## src/rtl/wb_ram_tester_pkg.sv

```systemverilog
// wb_ram_tester_pkg
// Shared types and constants for the Wishbone RAM tester:
//   state_t      - tester FSM states
//   WB_SEL_ALL   - byte-select value for full 32-bit transfers
//   ERR_SAT      - saturation value of the mismatch counter
//   WORD_STRIDE  - byte distance between consecutive test words
//   pattern_word - expected data for word idx of a seeded test
package wb_ram_tester_pkg;

  typedef enum logic [2:0] {
    ST_IDLE   = 3'd0,
    ST_WR     = 3'd1,
    ST_WR_GAP = 3'd2,
    ST_RD     = 3'd3,
    ST_RD_GAP = 3'd4,
    ST_FINISH = 3'd5
  } state_t;

  localparam logic [3:0]  WB_SEL_ALL   = 4'hF;
  localparam logic [15:0] ERR_SAT      = 16'hFFFF;
  localparam int          WORD_STRIDE  = 4;
  localparam int          STRIDE_SHIFT = $clog2(WORD_STRIDE);

  // Incrementing pattern; wraps modulo 2^32.
  function automatic logic [31:0] pattern_word(input logic [31:0] seed,
                                               input logic [15:0] idx);
    return seed + {16'd0, idx};
  endfunction

endpackage

```

## src/rtl/wb_ram_tester_timeout.sv

```systemverilog
// wb_ram_tester_timeout
// Loadable 8-bit down-counter bounding how long one Wishbone transfer may
// wait for ack/err. Loaded as the strobe rises, counts while the strobe is
// held, and flags expiry once it reaches zero (it never underflows).
// Ports:
//   clk, rst   - clock, asynchronous active-high reset
//   load       - reload counter with load_val (has priority over en)
//   en         - count down by one this cycle
//   load_val   - reload value
//   expired    - registered flag: counter is zero
module wb_ram_tester_timeout (
  input  logic       clk,
  input  logic       rst,
  input  logic       load,
  input  logic       en,
  input  logic [7:0] load_val,
  output logic       expired
);

  logic [7:0] cnt_r;
  logic       expired_r;

  // Down-counter with registered expiry flag tracking the next count value.
  always_ff @(posedge clk or posedge rst) begin
    if (rst) begin
      cnt_r     <= 8'd0;
      expired_r <= 1'b1;
    end else if (load) begin
      cnt_r     <= load_val;
      expired_r <= (load_val == 8'd0);
    end else if (en && (cnt_r != 8'd0)) begin
      cnt_r     <= cnt_r - 8'd1;
      expired_r <= (cnt_r == 8'd1);
    end
  end

  assign expired = expired_r;

endmodule

```

## src/rtl/wb_ram_tester.sv

```systemverilog
// wb_ram_tester
// Wishbone classic initiator that writes a seeded incrementing pattern over
// num_words words starting at base_addr, reads it back and reports the
// outcome. Each transfer is an isolated single cycle followed by one idle
// gap cycle. A bus error or a transfer timeout aborts the test.
// Ports:
//   clk, rst                       - clock, asynchronous active-high reset
//   start, base_addr, num_words,   - test request and its parameters
//   seed                             (sampled only when not busy)
//   busy, done                     - test running / 1-cycle end pulse
//   pass, aborted                  - result, valid from done to next start
//   err_count, first_fail_addr     - saturating mismatch count, first bad addr
//   wb_*                           - Wishbone classic master port
module wb_ram_tester
  import wb_ram_tester_pkg::*;
#(
  parameter int AW      = 32,
  parameter int TIMEOUT = 255
) (
  input  logic          clk,
  input  logic          rst,
  input  logic          start,
  input  logic [AW-1:0] base_addr,
  input  logic [15:0]   num_words,
  input  logic [31:0]   seed,
  output logic          busy,
  output logic          done,
  output logic          pass,
  output logic          aborted,
  output logic [15:0]   err_count,
  output logic [AW-1:0] first_fail_addr,
  output logic [AW-1:0] wb_adr_o,
  output logic [31:0]   wb_dat_o,
  input  logic [31:0]   wb_dat_i,
  output logic [3:0]    wb_sel_o,
  output logic          wb_we_o,
  output logic          wb_cyc_o,
  output logic          wb_stb_o,
  input  logic          wb_ack_i,
  input  logic          wb_err_i
);

  // The counter runs one cycle per held strobe cycle, so loading TIMEOUT-1
  // makes it expire during the TIMEOUT-th strobe cycle.
  localparam logic [7:0]    TMO_LOAD   = 8'(TIMEOUT - 1);
  localparam logic [AW-1:0] ALIGN_MASK = ~AW'(2'b11);

  state_t        state_r;
  logic          start_r;
  logic [AW-1:0] base_r;
  logic [15:0]   num_r;
  logic [31:0]   seed_r;
  logic [15:0]   idx_r;

  logic          last_s;
  logic [15:0]   idx_next_s;
  logic [AW-1:0] adr_next_s;
  logic [31:0]   dat_next_s;
  logic          abort_s;
  logic          mismatch_s;
  logic          tmo_load_s;
  logic          tmo_en_s;
  logic          tmo_expired_s;

  // Accept start only while idle; the control inputs are frozen with it.
  always_ff @(posedge clk or posedge rst) begin
    if (rst) begin
      start_r <= 1'b0;
      base_r  <= '0;
      num_r   <= 16'd0;
      seed_r  <= 32'd0;
    end else if (start && !busy && !start_r) begin
      start_r <= 1'b1;
      base_r  <= base_addr & ALIGN_MASK;
      num_r   <= num_words;
      seed_r  <= seed;
    end else begin
      start_r <= 1'b0;
    end
  end

  // Next-word address/data, abort detection and timeout control.
  always_comb begin
    last_s     = (idx_r == (num_r - 16'd1));
    idx_next_s = idx_r + 16'd1;
    adr_next_s = base_r + (AW'(idx_next_s) << STRIDE_SHIFT);
    dat_next_s = pattern_word(seed_r, idx_next_s);
    // err wins over a simultaneous ack; ack wins over an expiring timer.
    abort_s    = wb_err_i | (~wb_ack_i & tmo_expired_s);
    mismatch_s = (wb_dat_i != wb_dat_o);
    tmo_en_s   = (state_r == ST_WR) || (state_r == ST_RD);
    tmo_load_s = ((state_r == ST_IDLE) && start_r && (num_r != 16'd0)) ||
                 (state_r == ST_WR_GAP) ||
                 ((state_r == ST_RD_GAP) && !last_s);
  end

  wb_ram_tester_timeout u_timeout (
    .clk      (clk),
    .rst      (rst),
    .load     (tmo_load_s),
    .en       (tmo_en_s),
    .load_val (TMO_LOAD),
    .expired  (tmo_expired_s)
  );

  // Tester FSM with all status and bus outputs registered.
  always_ff @(posedge clk or posedge rst) begin
    if (rst) begin
      state_r         <= ST_IDLE;
      idx_r           <= 16'd0;
      busy            <= 1'b0;
      done            <= 1'b0;
      pass            <= 1'b0;
      aborted         <= 1'b0;
      err_count       <= 16'd0;
      first_fail_addr <= '0;
      wb_adr_o        <= '0;
      wb_dat_o        <= 32'd0;
      wb_sel_o        <= 4'd0;
      wb_we_o         <= 1'b0;
      wb_cyc_o        <= 1'b0;
      wb_stb_o        <= 1'b0;
    end else begin
      done <= 1'b0;
      case (state_r)
        ST_IDLE: begin
          if (start_r) begin
            idx_r           <= 16'd0;
            err_count       <= 16'd0;
            first_fail_addr <= '0;
            aborted         <= 1'b0;
            if (num_r == 16'd0) begin
              pass    <= 1'b1;
              done    <= 1'b1;
              state_r <= ST_FINISH;
            end else begin
              pass     <= 1'b0;
              busy     <= 1'b1;
              wb_adr_o <= base_r;
              wb_dat_o <= seed_r;
              wb_sel_o <= WB_SEL_ALL;
              wb_we_o  <= 1'b1;
              wb_cyc_o <= 1'b1;
              wb_stb_o <= 1'b1;
              state_r  <= ST_WR;
            end
          end
        end

        ST_WR, ST_RD: begin
          if (abort_s) begin
            aborted  <= 1'b1;
            pass     <= 1'b0;
            busy     <= 1'b0;
            done     <= 1'b1;
            wb_we_o  <= 1'b0;
            wb_cyc_o <= 1'b0;
            wb_stb_o <= 1'b0;
            state_r  <= ST_FINISH;
          end else if (wb_ack_i) begin
            wb_we_o  <= 1'b0;
            wb_cyc_o <= 1'b0;
            wb_stb_o <= 1'b0;
            if (state_r == ST_RD) begin
              if (mismatch_s) begin
                if (err_count != ERR_SAT) begin
                  err_count <= err_count + 16'd1;
                end
                // A saturating counter never returns to zero, so zero
                // identifies the first mismatch of this test.
                if (err_count == 16'd0) begin
                  first_fail_addr <= wb_adr_o;
                end
              end
              state_r <= ST_RD_GAP;
            end else begin
              state_r <= ST_WR_GAP;
            end
          end
        end

        ST_WR_GAP: begin
          wb_cyc_o <= 1'b1;
          wb_stb_o <= 1'b1;
          if (last_s) begin
            // Write phase complete: restart from word 0 for the read-back.
            idx_r    <= 16'd0;
            wb_adr_o <= base_r;
            wb_dat_o <= seed_r;
            wb_we_o  <= 1'b0;
            state_r  <= ST_RD;
          end else begin
            idx_r    <= idx_next_s;
            wb_adr_o <= adr_next_s;
            wb_dat_o <= dat_next_s;
            wb_we_o  <= 1'b1;
            state_r  <= ST_WR;
          end
        end

        ST_RD_GAP: begin
          if (last_s) begin
            idx_r   <= 16'd0;
            busy    <= 1'b0;
            done    <= 1'b1;
            pass    <= (err_count == 16'd0) && !aborted;
            state_r <= ST_FINISH;
          end else begin
            idx_r    <= idx_next_s;
            wb_adr_o <= adr_next_s;
            wb_dat_o <= dat_next_s;
            wb_cyc_o <= 1'b1;
            wb_stb_o <= 1'b1;
            state_r  <= ST_RD;
          end
        end

        ST_FINISH: begin
          state_r <= ST_IDLE;
        end

        default: begin
          busy     <= 1'b0;
          wb_we_o  <= 1'b0;
          wb_cyc_o <= 1'b0;
          wb_stb_o <= 1'b0;
          state_r  <= ST_IDLE;
        end
      endcase
    end
  end

endmodule

```

## config.mk

```make
export PLATFORM = sky130hd
export DESIGN_NAME = wb_ram_tester
export DESIGN_NICKNAME = d
export VERILOG_FILES = /design/src/rtl/wb_ram_tester_pkg.sv /design/src/rtl/wb_ram_tester_timeout.sv /design/src/rtl/wb_ram_tester.sv
export SDC_FILE = /design/constraint.sdc
export NUM_CORES = 1
export LEC_CHECK = 0
export BUFFER_PORTS_ARGS = -buffer_cell sky130_fd_sc_hd__buf_4
export CORE_MARGIN = 2
export CORE_UTILIZATION = 30
export CTS_CLUSTER_DIAMETER = 100
export DETAILED_ROUTE_END_ITERATION = 16
export PLACE_DENSITY = 0.5
export SLEW_MARGIN = 20
export SYNTH_ARGS = -nofsm -noshare
export SYNTH_HDL_FRONTEND = slang
export SYNTH_SLANG_ARGS = --single-unit
```

## constraint.sdc

```tcl
create_clock -name clk -period 18.4 [get_ports clk]
set_input_delay 0.92 -clock clk [delete_from_list [all_inputs] [get_ports clk]]
set_output_delay 0.92 -clock clk [all_outputs]
set_load 0.01 [all_outputs]
```

==> flow_summary.json <==
{
  "status": "complete, no violations",
  "grt_pass1_wl_mm": 61.5,
  "insertion_delay_ps": 580,
  "vias": 10663,
  "final_hold_viol_count": 0,
  "final_cells": 2112,
  "dr.pass1.iters": 6,
  "drcViolationCount": 0,
  "regArea_mm2": 0.00556,
  "grt_usage": 0.176,
  "drt-initial-drc-count": 583,
  "syn_to_final_growth_pct": 24.7,
  "power_density_mw_per_mm2": 169,
  "top_layer_used": "met4",
  "num-fill-cells": 4237,
  "relSlewSlack": 0.325,
  "route.met3.wl_mm": 1.65,
  "rows": 75,
  "setup_viol": 0,
  "root_buffer": "clkbuf_16",
  "first_global_vias": 10425,
  "tritoncts": "done",
  "synth-simple-area-share": 0.185,
  "grt_max_degree": 99,
  "synth_mux_area_frac": 0.0679,
  "io_pins": 240,
  "fin_util": 0.380,
  "synthDistinctLibCells": 81,
  "post_cts_buffers": 0,
  "avgSynthCellArea_um2": 9.52,
  "dp_hpwl_mm": 28.7,
  "globalRoute.totalOverflow": 0,
  "clock_path_buffers": 3,
  "clock-sinks": 222,
  "wl_met2_mm": 17.9,
  "final_max_slew_viol_count": 0,
  "critPathLaunchType": "flop",
  "start_util": 0.305,
  "dieArea_mm2": 0.0445,
  "synth-adder-area-share": 0.0479,
  "synth_compound_area_frac": 0.142,
  "setup-tns-final_ps": 0,
  "postCtsResizedCells": 0,
  "synth-main-ff-cell": "dfrtp_1",
  "power.total_uw": 2700,
  "post-route-period-util": 0.236,
  "rsz0062_at_grt": "false",
  "wl_mm": 39.5,
  "yosysSeqAreaShare": 0.433,
  "vdd_drop_max_v": 0.0000813,
  "crit_type": "reg2reg",
  "drv_cap": 0,
  "io_buffers": 233,
  "tightest_slew_ps": 1010,
  "cp.arrival_ps": 4830,
  "numCtsBuffers": 29,
  "ant_nets": 0,
  "cp-end-kind": "flop",
  "synthCells": 1349,
  "wl_met1_mm": 19.3,
  "synth-edff-count": 0,
  "synth_area_mm2": 0.0128,
  "viasPerCell": 5.05,
  "skew_ps": 22.4,
  "coreArea_mm2": 0.0421,
  "yosys.area_share.xor_xnor": 0.0823,
  "critPathRequiredTime_ps": 18890,
  "synth_seq_cells": 222,
  "drive_gt1_frac": 0.250,
  "routabilityCongestion": 0.850,
  "htreeDepth": 1,
  "p_leak_uw": 0.00712,
  "die_h_um": 211,
  "path_max_fanout": 7,
  "max_freq_mhz": 230,
  "hold_path_class": "in2async",
  "multi_input_area_mm2": 0.00680,
  "synth_top_family_by_area": "simple AND/OR/NAND/NOR gates",
  "wire_per_inst_um": 18.7,
  "fin_crit_ps": 4340,
  "antenna_found_initial": 1,
  "clk_pin_slew_ps": 60,
  "ys_warn_count": 0,
  "placed_cells": 2057,
  "ctsHoldBuffers": 0,
  "die_w_um": 211,
  "num-nets-final": 1714,
  "async_reset_ff_frac": 1.00
}
worst max-delay path, cell delays in order (launching register included):
cell and delay [ps]:
dfrtp_1 470, ha_1 300, nand3_1 130, nor2_1 100, and3_1 250, xnor2_1 620
ha_1 340, nand2_1 70, o21ai_0 190, and3_1 200, o311ai_0 170, a21oi_1 520
nor2_1 220, or4_1 510, a31oi_1 170
registers in the layout (all words and copies together) (netlist names):
name	cells
aborted	1
base_r	30
busy	1
done	1
err_count	16
first_fail_addr	30
idx_r	16
num_r	16
pass	1
seed_r	32
start_r	1
state_r	3
u_timeout.cnt_r	8
u_timeout.expired	1
wb_adr_o	30
wb_dat_o	32
wb_sel_o	1
wb_stb_o	1
wb_we_o	1
routing by layer:
metal	up-vias	GRT usage
met2	237	0.279
met4	0	0.0413
li1	5226	-
met5	-	0
met3	41	0.0260
met1	5159	0.252
power breakdown:
group	internal [uW]	switching [uW]	leakage (uW)
clock	383	232	0.000511
combinational	514	646	0.00391
sequential	692	233	0.00270
total	1590	1110	0.00712
layout make-up:
| class | count | area share |
|---|---|---|
| clock inverters | 13 | 0.0126 |
| clock buffers | 41 | 0.0519 |
| multi-input cells | 1023 | 0.425 |
| flip-flops and latches | 222 | 0.347 |
| well taps | 539 | 0.0421 |
| inverters | 30 | 0.00750 |
| repair buffers | 243 | 0.114 |
| diodes | 1 | 0.000156 |
per-stage QoR:
step           cell area [um2]  setup WS [ps]  hold WS, ps
4_1_cts                  16000          14000          479
6_report                 16000          14060          469
3_5_place_dp             15000          14040          472
5_1_grt                  16000          13670          504
2_1_floorplan            12800          11400          445
3_3_place_gp             15000          14090          463
cells by family (layout without fill, tap and decap cells):
family	count (synthesis)	after routing
flip-flops	222	222
adder cells (fa/ha/maj)	48	48
other	1	5
XOR/XNOR	119	119
AND/OR/NAND/NOR	490	490
AO/OA/AOI/OAI	285	285
buffers and inverters	107	327
multiplexers	77	77
layout by cell type, fill, tap and decap left out, drive strengths merged, types with 4 or more instances in the layout:
| cell | count |
|---|---|
| inv | 32 |
| ha | 46 |
| mux2 | 75 |
| and2 | 8 |
| o21a | 13 |
| nor4 | 13 |
| o2111ai | 5 |
| a211oi | 7 |
| nand2b | 7 |
| bufinv | 5 |
| a31oi | 55 |
| o21ai | 96 |
| nor3 | 22 |
| o22ai | 5 |
| xnor2 | 71 |
| nor2 | 85 |
| or2 | 4 |
| a21o | 13 |
| conb | 4 |
| and3 | 20 |
| o31ai | 5 |
| nor4b | 4 |
| dfrtp | 221 |
| nor2b | 5 |
| clkinv | 6 |
| nor3b | 4 |
| nand4 | 26 |
| or3 | 21 |
| nand2 | 205 |
| or4 | 14 |
| a32o | 7 |
| xor2 | 47 |
| buf | 243 |
| clkbuf | 41 |
| a21oi | 39 |
| nand3 | 40 |
final timing paths:
check                                    endpoint  slack (ps)  depth (start not counted)         startpoint
worst min register to register  u_timeout.expired         470                          2  u_timeout.expired
worst max-delay path                 wb_dat_o[29]       14060                         14           idx_r[0]
worst max register to register       wb_dat_o[29]       14060                         14           idx_r[0]
worst min-delay path                 err_count[5]         470                          2                rst
min in group clk                u_timeout.expired         470                          2  u_timeout.expired
max in group asynchronous            wb_dat_o[24]       16520                          3                rst
Yosys cell counts, types with 4 or more instances:
cell | instances | area (um2)
dfrtp_1 | 221 | 5530
nand2_1 | 204 | 766
o21ai_0 | 96 | 480
nor2_1 | 85 | 319
mux2_2 | 73 | 822
xnor2_1 | 71 | 622
a31oi_1 | 55 | 344
xor2_1 | 47 | 412
ha_1 | 46 | 576
clkbuf_1 | 41 | 154
nand3_1 | 40 | 200
a21oi_1 | 38 | 190
inv_1 | 30 | 113
nand4_1 | 25 | 156
nor3_1 | 21 | 105
or3_1 | 21 | 131
and3_1 | 20 | 125
buf_2 | 16 | 80.1
a21o_1 | 13 | 97.6
o21a_1 | 13 | 97.6
or4_1 | 12 | 90.1
nor4_1 | 11 | 68.8
buf_4 | 10 | 75.1
buf_6 | 9 | 101
and2_1 | 8 | 50.1
a32o_1 | 7 | 70.1
nand2b_1 | 7 | 43.8
a211oi_1 | 6 | 45.0
nor2b_1 | 5 | 31.3
o2111ai_1 | 5 | 43.8
o22ai_1 | 5 | 31.3
o31ai_1 | 5 | 37.5
nor4b_1 | 4 | 35.0
or2_2 | 4 | 25.0
Power figures use the tool's default switching activity.
